===== config.mk =====
export PLATFORM = sky130hd
export DESIGN_NAME = mux_nto1_reg
export DESIGN_NICKNAME = d
export VERILOG_FILES = /design/src/rtl/mux_pkg.sv /design/src/rtl/rr_arbiter.sv /design/src/rtl/mux_nto1_reg.sv
export SDC_FILE = /design/constraint.sdc
export NUM_CORES = 1
export LEC_CHECK = 0
export BUFFER_PORTS_ARGS = -buffer_cell sky130_fd_sc_hd__buf_2
export CELL_PAD_IN_SITES_DETAIL_PLACEMENT = 0
export CELL_PAD_IN_SITES_GLOBAL_PLACEMENT = 1
export CORE_UTILIZATION = 35
export CTS_CLUSTER_SIZE = 20
export DETAILED_ROUTE_END_ITERATION = 10
export GPL_ROUTABILITY_DRIVEN = 0
export PLACE_DENSITY_LB_ADDON = 0.1
export SLEW_MARGIN = 20
export SYNTH_ARGS = -nofsm -noshare
export SYNTH_HDL_FRONTEND = slang
export SYNTH_SLANG_ARGS = --single-unit

===== constraint.sdc =====
create_clock -name clk -period 6.6 [get_ports clk]
set_input_delay 0.33 -clock clk [delete_from_list [all_inputs] [get_ports clk]]
set_output_delay 0.33 -clock clk [all_outputs]
set_load 0.1 [all_outputs]

===== src/rtl/mux_pkg.sv =====
// Shared constants and helpers for the N:1 registered multiplexer.
package mux_pkg;

  localparam logic MODE_FIXED = 1'b0;
  localparam logic MODE_RR    = 1'b1;

  // Round-robin pointer advance: the channel after the granted one, wrapping to 0.
  function automatic int unsigned ptrInc(input int unsigned idx, input int unsigned n);
    return (idx == n - 1) ? 0 : idx + 1;
  endfunction

endpackage


===== src/rtl/rr_arbiter.sv =====
// Stateless round-robin arbiter: first active request at or after ptr_i, wrapping.
module rr_arbiter #(
  parameter int N_CH  = 4,
  parameter int SEL_W = $clog2(N_CH)
) (
  input  logic [N_CH-1:0]  req_i,
  input  logic [SEL_W-1:0] ptr_i,
  output logic [N_CH-1:0]  grantOh_o,
  output logic [SEL_W-1:0] grantIdx_o,
  output logic             grantValid_o
);

  logic [SEL_W-1:0] k;

  always_comb begin
    grantOh_o    = '0;
    grantIdx_o   = '0;
    grantValid_o = 1'b0;
    k            = '0;
    for (int i = 0; i < N_CH; i++) begin
      k = SEL_W'((32'(ptr_i) + 32'(i)) % 32'(N_CH));
      if (!grantValid_o && req_i[k]) begin
        grantValid_o  = 1'b1;
        grantIdx_o    = k;
        grantOh_o[k]  = 1'b1;
      end
    end
  end

endmodule


===== src/rtl/mux_nto1_reg.sv =====
// N-input registered mux with valid/ready handshake, fixed or round-robin selection.
// Optional feature: define MUX_PARITY_EN to add a registered even-parity output.
module mux_nto1_reg
  import mux_pkg::*;
#(
  parameter  int N_CH  = 4,
  parameter  int WIDTH = 8,
  localparam int SEL_W = $clog2(N_CH)
) (
  input  logic                  clk,
  input  logic                  reset,
  input  logic                  mode,
  input  logic [SEL_W-1:0]      selector,
  input  logic [N_CH*WIDTH-1:0] data_in,
  input  logic [N_CH-1:0]       valid_in,
  output logic [N_CH-1:0]       ready_out,
  output logic [WIDTH-1:0]      data_out,
  output logic                  valid_out,
  input  logic                  ready_in
`ifdef MUX_PARITY_EN
  ,
  output logic                  parity_out
`endif
);

  logic [WIDTH-1:0] data_q, data_d;
  logic             valid_q, valid_d;
  logic [SEL_W-1:0] ptr_q, ptr_d;

  logic [N_CH-1:0]  arbOh, fixedOh, gOh;
  logic [SEL_W-1:0] arbIdx, gIdx;
  logic             arbValid, fixedHit, grantValid, canLoad;
  logic [WIDTH-1:0] selData;

  rr_arbiter #(.N_CH(N_CH), .SEL_W(SEL_W)) uArb (
    .req_i       (valid_in),
    .ptr_i       (ptr_q),
    .grantOh_o   (arbOh),
    .grantIdx_o  (arbIdx),
    .grantValid_o(arbValid)
  );

  // Fixed mode: an out-of-range selector simply matches no channel.
  always_comb begin
    fixedHit = 1'b0;
    fixedOh  = '0;
    for (int k = 0; k < N_CH; k++) begin
      if (selector == SEL_W'(k) && valid_in[k]) begin
        fixedHit   = 1'b1;
        fixedOh[k] = 1'b1;
      end
    end
  end

  always_comb begin
    gIdx       = (mode == MODE_RR) ? arbIdx   : selector;
    gOh        = (mode == MODE_RR) ? arbOh    : fixedOh;
    grantValid = (mode == MODE_RR) ? arbValid : fixedHit;
    canLoad    = !valid_q || ready_in;
    ready_out  = (canLoad && grantValid && !reset) ? gOh : '0;
    selData    = '0;
    for (int k = 0; k < N_CH; k++) begin
      if (gIdx == SEL_W'(k)) selData = data_in[k*WIDTH +: WIDTH];
    end
  end

  // A load empties or refills the output slot; the pointer only moves on RR transfers.
  always_comb begin
    data_d  = data_q;
    valid_d = valid_q;
    ptr_d   = ptr_q;
    if (canLoad) begin
      valid_d = grantValid;
      if (grantValid) begin
        data_d = selData;
        if (mode == MODE_RR) ptr_d = SEL_W'(ptrInc(32'(gIdx), N_CH));
      end
    end
  end

  always_ff @(posedge clk) begin
    if (reset) begin
      data_q  <= '0;
      valid_q <= 1'b0;
      ptr_q   <= '0;
    end else begin
      data_q  <= data_d;
      valid_q <= valid_d;
      ptr_q   <= ptr_d;
    end
  end

  assign data_out  = data_q;
  assign valid_out = valid_q;

`ifdef MUX_PARITY_EN
  logic parity_q;

  always_ff @(posedge clk) begin
    if (reset) begin
      parity_q <= 1'b0;
    end else if (canLoad && grantValid) begin
      parity_q <= ^selData;
    end
  end

  assign parity_out = parity_q;
`endif

endmodule


# == Word level (Yosys, flattened, before mapping) ==
# Cells that the tools add are included.
# totals
elab_cells,91
output_inout_bits,13
inputBits,42
register_bits,11
# op_classes
magnitude_cmp,8
bitwise_logic,3
reduce_logical,23
addsub,4
eq_ne,6
mux,44
# ops
cell,count
two-way mux 8 bit,4
two-way mux 4 bit,6
two-way mux 1 bit,20
logical AND 1 bit,13
less-than comparator 2 x 3 -> 1 bit (second input constant),4
two-way mux 2 bit,6
bitwise OR 4 bit,3
binary-select mux 1 bit (select 2 bit),4
demux 1 bit (select 2 bit),4
== test 2 bit (second input constant),4
>= comparator 2 x 1 -> 1 bit (second input constant),4
logical NOT 1 bit,5
adder 2 x 1 -> 2 bit (second input constant),2
adder 2 bit (second input constant),2
== test 2 x 1 -> 1 bit (second input constant),2
logical NOT 2 bit,2
AND reduction 3 bit,1
AND reduction 2 bit,1
logical OR 1 bit,1

# == Logic depth before layout (Yosys ltp) ==
# Gate-level depths: netlist of the first run.
# logic_depth
word_depth,18
depth_mapped,16
ltp_nobuf,13

# == Modules after synthesis ==
# From an unflattened synthesis of the first run, not the netlist that was laid out.
# unflattened
hier_cells,152
area_unflattened_um2,1342.5
# by_module_without_submodules
mod,n_inst,seq_area_each_um2,area_each_um2,cells_per_inst
mux_nto1_reg,1,220.2,923.4,107
rr_arbiter,1,0.0,419.2,45

# == Worst setup path before layout of the first run ==
# Ideal clock, no wire load.
# synth_path
path_type,register to output
startpoint,register ptr_q[0]
endpoint,output port ready_out[1]
required_time_ns,6.270
path_slack_ns,1.724
arrival_time_ns,4.546
stages_incl_launch_ff,10
path_buffers,2
path_cell_list,dfxtp_1 -> buf_2 -> inv_1 -> ha_1 -> buf_6 -> mux4_2 -> nor2_4 -> and3_1 -> a21oi_1 -> a211oi_1
# synth_via
elab_chain_len,16
word_cells_on_any_way,53
cone_classes,add/sub (3); order compare (8); mux (27); bitwise (3); reduce/logical (12)
# synth_lines
element,line,rtl
start: declaration,mux_nto1_reg.sv:28,"logic [SEL_W-1:0] ptr_q, ptr_d;"
start signal: assignment,mux_nto1_reg.sv:89,ptr_q <= ptr_d;
branches (longest 15 deep; another with less-than comparator 2 x 3 -> 1 bit),-,
two-way mux 4 bit *,mux_nto1_reg.sv:60,ready_out = (canLoad && grantValid && !reset) ? gOh : '0;
end: declaration,mux_nto1_reg.sv:16,"output logic [N_CH-1:0] ready_out,"
# Every way passes the cells marked *. The select of a mux whose other input is x is not followed.

# == Worst setup path after layout of the first run ==
# layout_path
startpoint,register ptr_q[0]
endpoint,"register data_q[6], in the netlist data_out[6]"
# layout_via
elab_chain_len,18
word_cells_on_any_way,36
cone_classes,add/sub (3); eq/ne (3); mux (22); reduce/logical (8)
# layout_lines
element,line,rtl
branches (longest 18 deep; another with adder 2 x 1 -> 2 bit),-,
end signal: assignment,mux_nto1_reg.sv:87,data_q <= data_d;
end: declaration,mux_nto1_reg.sv:26,"logic [WIDTH-1:0] data_q, data_d;"
# Several ways; the timed one is not identified. The select of a mux whose other input is x is not followed.
# A chain may end at the register's enable or synchronous reset.

==> run_results.csv, run 1 <==
group,metric,value,unit
logic_synthesis,synth_flop_cell,"dfxtp_1",
cells_and_area,register_area,220.2,um^2
sta,slew_headroom,0.5246,
floorplanning,die_w,66.06,um
floorplanning,core_area,3799,um^2
setup_path,r2r_end,"data_out[6]$_SDFFE_PP0N_",
cells_and_area,multiInputGateArea,1095,um^2
sta,fin_skew,0.001962,ns
clock_network,cts_tree,"built",
setup_path,r2r_cells,13,
logic_synthesis,yosys_warnings,0,
detailed_routing,viasPerCell,5.684,
sta,tightest_slew,0.7121,ns
status,outcome,"finished, final reports clean",
hold_path,hold_path_class,"in2reg",
logic_synthesis,ys_seq_elements,11,
setup_path,start_kind,"flop",
detailed_routing,ant_nets,0,
floorplanning,io_pins,55,
sta,fmax,227.6,MHz
clock_network,htree_num_levels,1,
logic_synthesis,syn_area,1436,um^2
cells_and_area,mostFrequentLayoutCell,"buf_2",
sta,finalHoldViolations,0,
setup_path,worstSetupEndpointType,"flop",
logic_synthesis,postSynth.asyncResetShare,0,
cells_and_area,fillCellCount,406,
detailed_routing,wirelength,4.014,mm
global_routing,grt.total_usage,0.1882,
detailed_routing,routedWlPerCell,15.09,um
logic_synthesis,syn_avg_cell_area,8.115,um^2
clock_network,cts-resized-gates,0,
sta,timing.hold.ws,0.4560,ns
setup_path,critPathCapture,"data_out[6]$_SDFFE_PP0N_",
power,total_leakage_power,0.7253,nW
placement,dp_hpwl,3.102,mm
logic_synthesis,syn-num-nets,230,
power,p_sw,0.2506,mW
power,seqPwrFrac,0.201,
clock_network,clk_pin_slew,0.05,ns
global_routing,grt_pass1_wl,6.451,mm
logic_synthesis,synth_edf_count,0,
sta,finalSetupViolCount,0,
sta,slew_violations,0,
sta,final_min_period_over_clock_period,0.6657,
flow_run,drv_cap,0,
global_routing,first_global_vias,1331,
logic_synthesis,ys_seq_area_frac,0.1533,
clock_network,cts_buffer_depth,2,
clock_network,cts_setup_buffers,0,
detailed_routing,drc,0,
global_routing,grt_max_degree,22,
cells_and_area,post_route_cells_drive_above_1_share,0.3349,
power,clockPowerShare,0.143,
sta,fin_crit,4.393,ns
detailed_routing,drtIter0Drc,123,
clock_network,cts-root-buf,"clkbuf_8",
clock_network,clk-insertion-delay-late,0.24,ns
cells_and_area,final_nets,272,
floorplanning,initial_core_util,0.3781,
power,p_int,0.2248,mW
global_routing,antenna_found_initial,0,
sta,fin_tns_setup,0,ns
detailed_routing,via_count,1512,
floorplanning,rows,22,
power,power_frac_comb,0.656,
cells_and_area,fin_area,1720,um^2
setup_path,path_class,"reg2reg",
floorplanning,dieArea,4364,um^2
setup_path,r2r_start,"ptr_q[0]$_SDFFE_PP0P_",
setup_path,critPathLaunch,"ptr_q[0]$_SDFFE_PP0P_",
sta,rsz0062_at_grt,"no",
clock_network,clkSinkCount,11,
power,p_per_area,276.3,nW/um^2
floorplanning,die_y,66.06,um
power,ir_drop,106.6,uV
setup_path,worstPathArrival,4.49,ns
detailed_routing,drt-pass1-iter-count,4,
cells_and_area,layout_common_cells,"buf_2, a21oi_1, nor2b_1, ha_1, dfxtp_1",
setup_path,required,6.69,ns
logic_synthesis,synthDistinctLibCells,41,
cells_and_area,antenna_cells,0,
global_routing,gr-total-overflow,0,
placement,place_area,1675,um^2
setup_path,rrSetupSlack,2.21,ns
placement,io_buffers,54,
logic_synthesis,syn-instance-count,177,
setup_path,worstPathMaxFanout,18,
clock_network,hold_buffers,0,
clock_network,cts_buffers,3,
cells_and_area,area_delta_synth_final,19.77,%
power,switching_share,0.5272,
sequential cells by signal, indices dropped and copies added (netlist names):
register / count
data_out: 8
valid_out: 1
ptr_q: 2
area by class of cell:
| cell class | instances | share of cell area |
|---|---|---|
| Timing Repair Buffer | 55 | 0.1615 |
| Tap cell | 48 | 0.03491 |
| Clock buffer | 4 | 0.02618 |
| Multi-Input combinational cell | 142 | 0.6364 |
| Sequential cell | 11 | 0.1280 |
| Inverter | 6 | 0.01309 |
power by group through the flow:
stage	combinational, mW	clock, mW	sequential, mW
2_1_floorplan	0.194	0	0.159
3_3_place_gp	0.309	0	0.0956
3_5_place_dp	0.311	0	0.0962
4_1_cts	0.312	0.0692	0.0952
5_1_grt	0.339	0.0740	0.0973
6_report	0.312	0.0681	0.0954
cell usage after synthesis (2+ instances only):
| master | number | area (um^2) |
|---|---|---|
| dfxtp_1 | 11 | 220.2 |
| ha_1 | 11 | 137.6 |
| buf_1 | 2 | 7.510 |
| a311oi_1 | 8 | 70.07 |
| nand3_1 | 6 | 30.03 |
| nand2b_1 | 5 | 31.28 |
| mux2_2 | 4 | 45.04 |
| nor3_1 | 8 | 40.04 |
| a221oi_1 | 9 | 78.83 |
| clkbuf_1 | 8 | 30.03 |
| o211ai_1 | 3 | 22.52 |
| o21ai_0 | 2 | 10.01 |
| mux2i_1 | 4 | 40.04 |
| nor2_1 | 5 | 18.77 |
| buf_2 | 4 | 20.02 |
| nor2b_1 | 18 | 112.6 |
| a211oi_1 | 3 | 22.52 |
| buf_6 | 3 | 33.78 |
| mux4_2 | 4 | 90.09 |
| nand2_1 | 9 | 33.78 |
| a31o_2 | 2 | 17.52 |
| a31oi_1 | 2 | 12.51 |
| inv_1 | 6 | 22.52 |
| a21oi_1 | 19 | 95.09 |
| a221o_1 | 3 | 30.03 |
| a32oi_1 | 3 | 26.28 |
metrics by stage:
stage               utilization  setup WS (ns)  power, mW  cells
floorplan                     -          1.724     0.3532    177
global placement         0.4410          2.376     0.4045    262
CTS                      0.4529          2.257     0.4766    266
finish                   0.4529          2.207     0.4754    266
global route             0.4529          1.852     0.5102    266
detailed placement       0.4410          2.261     0.4077    262
how the worst min path moves through the flow:
stage,from,endpoint,slack (ns),cells after the start
floorplan,data_in[30],data_out[6]$_SDFFE_PP0N_,0.57,2
global placement,data_out[1]$_SDFFE_PP0N_,data_out[1]$_SDFFE_PP0N_,0.50,2
detailed placement,data_out[2]$_SDFFE_PP0N_,data_out[2]$_SDFFE_PP0N_,0.51,2
CTS,reset,valid_out$_SDFFE_PP0N_,0.46,2
global route,data_in[29],data_out[5]$_SDFFE_PP0N_,0.46,3
finish,reset,valid_out$_SDFFE_PP0N_,0.46,2
metal layers:
layer / vias up / part of all wire / track usage / wire (um)
li1: 761 / - / - / -
met1: 698 / 0.51 / 0.2875 / 2040
met2: 51 / 0.43 / 0.2781 / 1714
met3: 2 / 0.061 / 0.03621 / 246
met4: 0 / 0.0032 / 0.01596 / 13
met5: - / 0 / 0 / 0
critical path, stage by stage, from the launching register on:
cell	delay [ns]
dfxtp_1	0.77
inv_1	0.21
ha_1	0.52
mux4_2	0.67
nor2b_2	0.24
o21ai_1	0.11
a31o_2	0.33
inv_1	0.08
ha_1	0.46
nor2b_1	0.10
a221oi_1	0.35
nor3_1	0.08
a21oi_1	0.20
a311oi_1	0.11
logic make-up (layout without fill, tap and decap cells):
group | Yosys count | in the layout | synth area share
muxes | 12 | 12 | 0.1220
and+or+nand+nor | 56 | 56 | 0.2169
DFF | 11 | 11 | 0.1533
buffers and inverters | 24 | 65 | 0.08450
AOI/OAI and AO/OA | 63 | 63 | 0.3275
adders and majority gates | 11 | 11 | 0.09582
Note: power is estimated with default switching activity, not from simulation.
==> inputs of run 2 (changes only) <==
clock period = 4.1 ns   (was 6.6 ns; I/O delays follow)
==> run_results.csv, run 2 (same netlist as run 1, synthesis figures left out) <==
group,metric,value,unit
cells_and_area,mostFrequentLayoutCell,"buf_2",
hold_path,hold_end,"data_out[2]$_SDFFE_PP0N_",
sta,finalHoldViolations,0,
global_routing,grt_max_degree,22,
detailed_routing,drtIter0Drc,84,
placement,place_area,1714,um^2
sta,slew_headroom,0.6351,
cells_and_area,area_delta_synth_final,22.47,%
setup_path,worstSetupEndpointType,"flop",
detailed_routing,via_count,1523,
clock_network,cts_buffer_depth,2,
global_routing,grt_pass1_wl,6.120,mm
clock_network,cts_buffers,3,
floorplanning,die_w,66.06,um
sta,fmax,271.4,MHz
placement,dp.cells,264,
cells_and_area,antenna_cells,0,
power,ir_drop,130.6,uV
power,p_int,0.3669,mW
cells_and_area,fin_area,1759,um^2
floorplanning,rows,22,
sta,tightest_slew,0.5473,ns
floorplanning,dieArea,4364,um^2
placement,pre_cts_slack,0.4262,ns
cells_and_area,layout_common_cells,"buf_2, a21oi_1, nor2b_1, ha_1, dfxtp_1",
hold_path,whs_path_depth,3,
detailed_routing,wl_met2,1.727,mm
power,switching_share,0.5215,
placement,io_buffers,54,
sta,layout_setup_ws,0.4156,ns
power,clockPowerShare,0.139,
global_routing,first_global_vias,1311,
clock_network,clk-insertion-delay-late,0.23,ns
floorplanning,die_y,66.06,um
sta,rsz0062_at_grt,"no",
power,p_per_area,435.8,nW/um^2
setup_path,r2r_cells,13,
setup_path,required,4.19,ns
cells_and_area,finalNonFillerCells,268,
setup_path,worstPathMaxFanout,16,
power,total_power,0.7667,mW
detailed_routing,wirelength,3.855,mm
floorplanning,core_area,3799,um^2
cells_and_area,post_route_cells_drive_above_1_share,0.3545,
detailed_routing,routedWlPerCell,14.38,um
hold_path,holdCritStartpoint,"data_in[26]",
sta,slew_violations,0,
global_routing,antenna_found_initial,0,
setup_path,r2r_end,"data_out[4]$_SDFFE_PP0N_",
setup_path,r2r_start,"ptr_q[1]$_SDFFE_PP0P_",
floorplanning,initial_core_util,0.3781,
setup_path,path_class,"reg2reg",
power,power_frac_comb,0.684,
power,p_sw,0.3998,mW
floorplanning,io_pins,55,
sta,fin_crit,3.684,ns
global_routing,grt.total_usage,0.1751,
clock_network,clkSinkCount,11,
setup_path,worstPathArrival,3.77,ns
clock_network,cts-resized-gates,0,
cells_and_area,final_nets,274,
sta,fin_skew,0.003040,ns
detailed_routing,ant_nets,0,
clock_network,cts-root-buf,"clkbuf_8",
global_routing,gr-total-overflow,0,
clock_network,cts_setup_buffers,0,
detailed_routing,drt-met1-wl,1.921,mm
sta,fin_tns_setup,0,ns
detailed_routing,drt-pass1-iter-count,4,
clock_network,htree_num_levels,1,
placement,dp_hpwl,2.964,mm
setup_path,rrSetupSlack,0.42,ns
flow_run,drv_cap,0,
clock_network,clk_pin_slew,0.05,ns
hold_path,hold_path_class,"in2reg",
detailed_routing,drc,0,
clock_network,hold_buffers,0,
detailed_routing,top_layer,"met4",
setup_path,start_kind,"flop",
sta,final_min_period_over_clock_period,0.8986,
power,seqPwrFrac,0.177,
detailed_routing,wl_met3,189,um
power,total_leakage_power,0.7397,nW
clock_network,cts_tree,"built",
status,outcome,"finished, final reports clean",
cells_and_area,largest_reg_flops,8,
detailed_routing,viasPerCell,5.683,
sta,finalSetupViolCount,0,
run 2: cell count changes in the layout (fill, tap and decap cells not counted), sizes merged:
cell  change
buf       +2
run 2: how the worst max path moves through the flow:
stage | startpoint | end | slack (ns)
finish | ptr_q[1]$_SDFFE_PP0P_ | data_out[4]$_SDFFE_PP0N_ | 0.42
global route | ptr_q[1]$_SDFFE_PP0P_ | data_out[7]$_SDFFE_PP0N_ | 0.08
CTS | ptr_q[1]$_SDFFE_PP0P_ | data_out[1]$_SDFFE_PP0N_ | 0.41
detailed placement | ptr_q[1]$_SDFFE_PP0P_ | data_out[1]$_SDFFE_PP0N_ | 0.43
global placement | ptr_q[1]$_SDFFE_PP0P_ | data_out[4]$_SDFFE_PP0N_ | 0.50
floorplan | ptr_q[0]$_SDFFE_PP0P_ | ready_out[1] | 0.31
run 2: area by class of cell:
class	count	area, um^2
clock buffer	4	45.04
inverter	6	22.52
fill	386	2039
tap	48	60.06
multi-input combinational	142	1119
sequential	11	220.2
timing repair buffer	57	292.8
run 2: per-stage QoR:
| step | utilization | hold slack, ns |
|---|---|---|
| after floorplan | - | 0.4438 |
| after global placement | 0.4513 | 0.5042 |
| after detailed placement | 0.4513 | 0.5103 |
| after CTS | 0.4631 | 0.3442 |
| after global routing | 0.4631 | 0.3742 |
| final | 0.4631 | 0.3437 |
run 2: critical path: stages, from the launching register on:
cell       delay [ns]
dfxtp_1          0.32
inv_1            0.10
ha_1             0.48
mux4_2           0.53
nor2b_1          0.18
o21ai_0          0.18
o2111ai_1        0.17
a31oi_1          0.26
ha_1             0.51
nor2b_1          0.09
a221oi_1         0.35
nor3_1           0.09
a21oi_1          0.17
a311oi_1         0.10
run 2: metal layers:
metal / global-route usage / vias up
met3: 0.01379 / 2
met4: 0.02926 / 0
met1: 0.2676 / 700
met5: 0 / -
li1: - / 768
met2: 0.2666 / 53
run 2: power groups by stage:
stage                     combinational, mW  sequential (mW)  clock [mW]
final                                 0.524            0.136       0.106
after global placement                0.521            0.138           0
after CTS                             0.526            0.136       0.108
after global routing                  0.569            0.138       0.112
after detailed placement              0.524            0.138           0
after floorplan                       0.317            0.257           0
==> inputs of run 3 (changes only) <==
SKIP_LAST_GASP = 1   (was not set)
clock period = 3.6 ns   (was 4.1 ns; I/O delays follow)
==> run_results.csv, run 3 (same netlist as run 1, synthesis figures left out) <==
group,metric,value,unit
status,outcome,"finished, final reports clean",
cells_and_area,antenna_cells,0,
clock_network,hold_buffers,0,
sta,slew_headroom,0.5761,
clock_network,cts_buffer_depth,2,
placement,dp_hpwl,3.082,mm
cells_and_area,area_delta_synth_final,30.40,%
cells_and_area,layout_common_cells,"buf_2, a21oi_1, nor2b_1, dfxtp_1",
setup_path,worstPathMaxFanout,16,
cells_and_area,final_nets,277,
sta,tightest_slew,0.6331,ns
setup_path,worstPathArrival,3.45,ns
sta,final_min_period_over_clock_period,0.9319,
clock_network,cts_setup_buffers,0,
power,ir_drop,129.5,uV
clock_network,clkSinkCount,11,
cells_and_area,fin_util,0.4931,
placement,pre_cts_slack,0.05438,ns
floorplanning,initial_core_util,0.3781,
cells_and_area,fillCellCount,368,
flow_run,drv_cap,0,
setup_path,path_class,"reg2reg",
global_routing,gr-total-overflow,0,
floorplanning,die_w,66.06,um
placement,io_buffers,54,
detailed_routing,routedWlPerCell,14.89,um
power,p_per_area,488.1,nW/um^2
detailed_routing,viasPerCell,5.683,
clock_network,cts-resized-gates,0,
setup_path,cp_common_cell,"inv_1",
cells_and_area,post_route_cells_drive_above_1_share,0.3812,
detailed_routing,drtIter0Drc,165,
detailed_routing,drc,0,
global_routing,grt_max_degree,22,
detailed_routing,wirelength,4.035,mm
detailed_routing,via_count,1540,
setup_path,crit_path_max_incr_delay,0.64,ns
global_routing,antenna_found_initial,0,
detailed_routing,drt-pass1-iter-count,4,
cells_and_area,mostFrequentLayoutCell,"buf_2",
clock_network,cts_tree,"built",
floorplanning,dieArea,4364,um^2
clock_network,htree_num_levels,1,
sta,fin_crit,3.355,ns
power,total_power,0.9143,mW
setup_path,crit_chain,"inv_1 -> ha_1 -> mux4_2 -> nor2b_2 -> o21ai_1 -> a31o_2 -> inv_1 -> ha_4 -> nor2b_1 -> a221oi_1 -> nor3_1 -> a21oi_1 -> a311oi_1",
setup_path,required,3.70,ns
setup_path,start_kind,"flop",
setup_path,path_buf_inv,2,
clock_network,clk_pin_slew,0.05,ns
sta,fin_tns_setup,0,ns
global_routing,first_global_vias,1417,
floorplanning,rows,22,
floorplanning,die_y,66.06,um
detailed_routing,ant_nets,0,
sta,finalSetupViolCount,0,
setup_path,cp_slowest_cell,"mux4_2",
sta,slew_violations,0,
setup_path,crit_family,"compound AO/OA/AOI/OAI gates",
cells_and_area,largest_reg_flops,8,
sta,rsz0062_at_grt,"yes",
floorplanning,core_area,3799,um^2
global_routing,grt_pass1_wl,6.720,mm
sta,fmax,298.1,MHz
clock_network,cts_buffers,3,
sta,layout_setup_ws,0.2453,ns
clock_network,cts-root-buf,"clkbuf_8",
sta,finalHoldViolations,0,
floorplanning,io_pins,55,
global_routing,grt.total_usage,0.1941,
power,total_leakage_power,0.7631,nW
setup_path,worstSetupEndpointType,"flop",
sta,fin_skew,0.004092,ns
clock_network,clk-insertion-delay-late,0.23,ns
hold_path,hold_path_class,"in2reg",
==> run 3: changes by cell type in the layout (fill, tap and decap cells not counted), sizes merged <==
cell,delta
buf,+3
==> run 3: metal layers <==
metal	GRT usage	part of all wire	vias up
met3	0.02069	0.047	0
met2	0.3189	0.46	56
met5	0	0	-
li1	-	-	772
met1	0.2767	0.50	712
met4	0.02660	0	0
==> run 3: path summary, 6_finish.rpt <==
path	startpoint	to	slack [ns]	cells past startpoint
hold / removal	data_in[31]	data_out[7]$_SDFFE_PP0N_	0.34	3
setup / recovery	ptr_q[0]$_SDFFE_PP0P_	data_out[0]$_SDFFE_PP0N_	0.25	13
hold reg to reg	data_out[0]$_SDFFE_PP0N_	data_out[0]$_SDFFE_PP0N_	0.51	2
setup reg to reg	ptr_q[0]$_SDFFE_PP0P_	data_out[0]$_SDFFE_PP0N_	0.25	13
==> run 3: through the flow <==
stage,instance area [um^2],cells,hold slack (ns)
2_1_floorplan,1469,177,0.4188
3_3_place_gp,1797,266,0.5068
3_5_place_dp,1804,267,0.5113
4_1_cts,1849,271,0.3359
5_1_grt,1873,271,0.3603
6_report,1873,271,0.3419
==> run 3: report_power, final <==
part	switching, mW	internal [mW]
combinational	0.416	0.223
clock	0.0421	0.0774
sequential	0.0115	0.144
==> run 3: tightest hold or removal path: stages <==
cell and delay [ns]:
buf_2 0.10, a21oi_1 0.15, a311oi_1 0.10
==> run 3: cell type report <==
class	count	area [um^2]	area share
Inverter	6	22.52	0.01202
Timing Repair Buffer	60	375.4	0.2004
Multi-Input combinational cell	142	1150	0.6139
Tap cell	48	60.06	0.03206
Sequential cell	11	220.2	0.1176
Clock buffer	4	45.04	0.02405
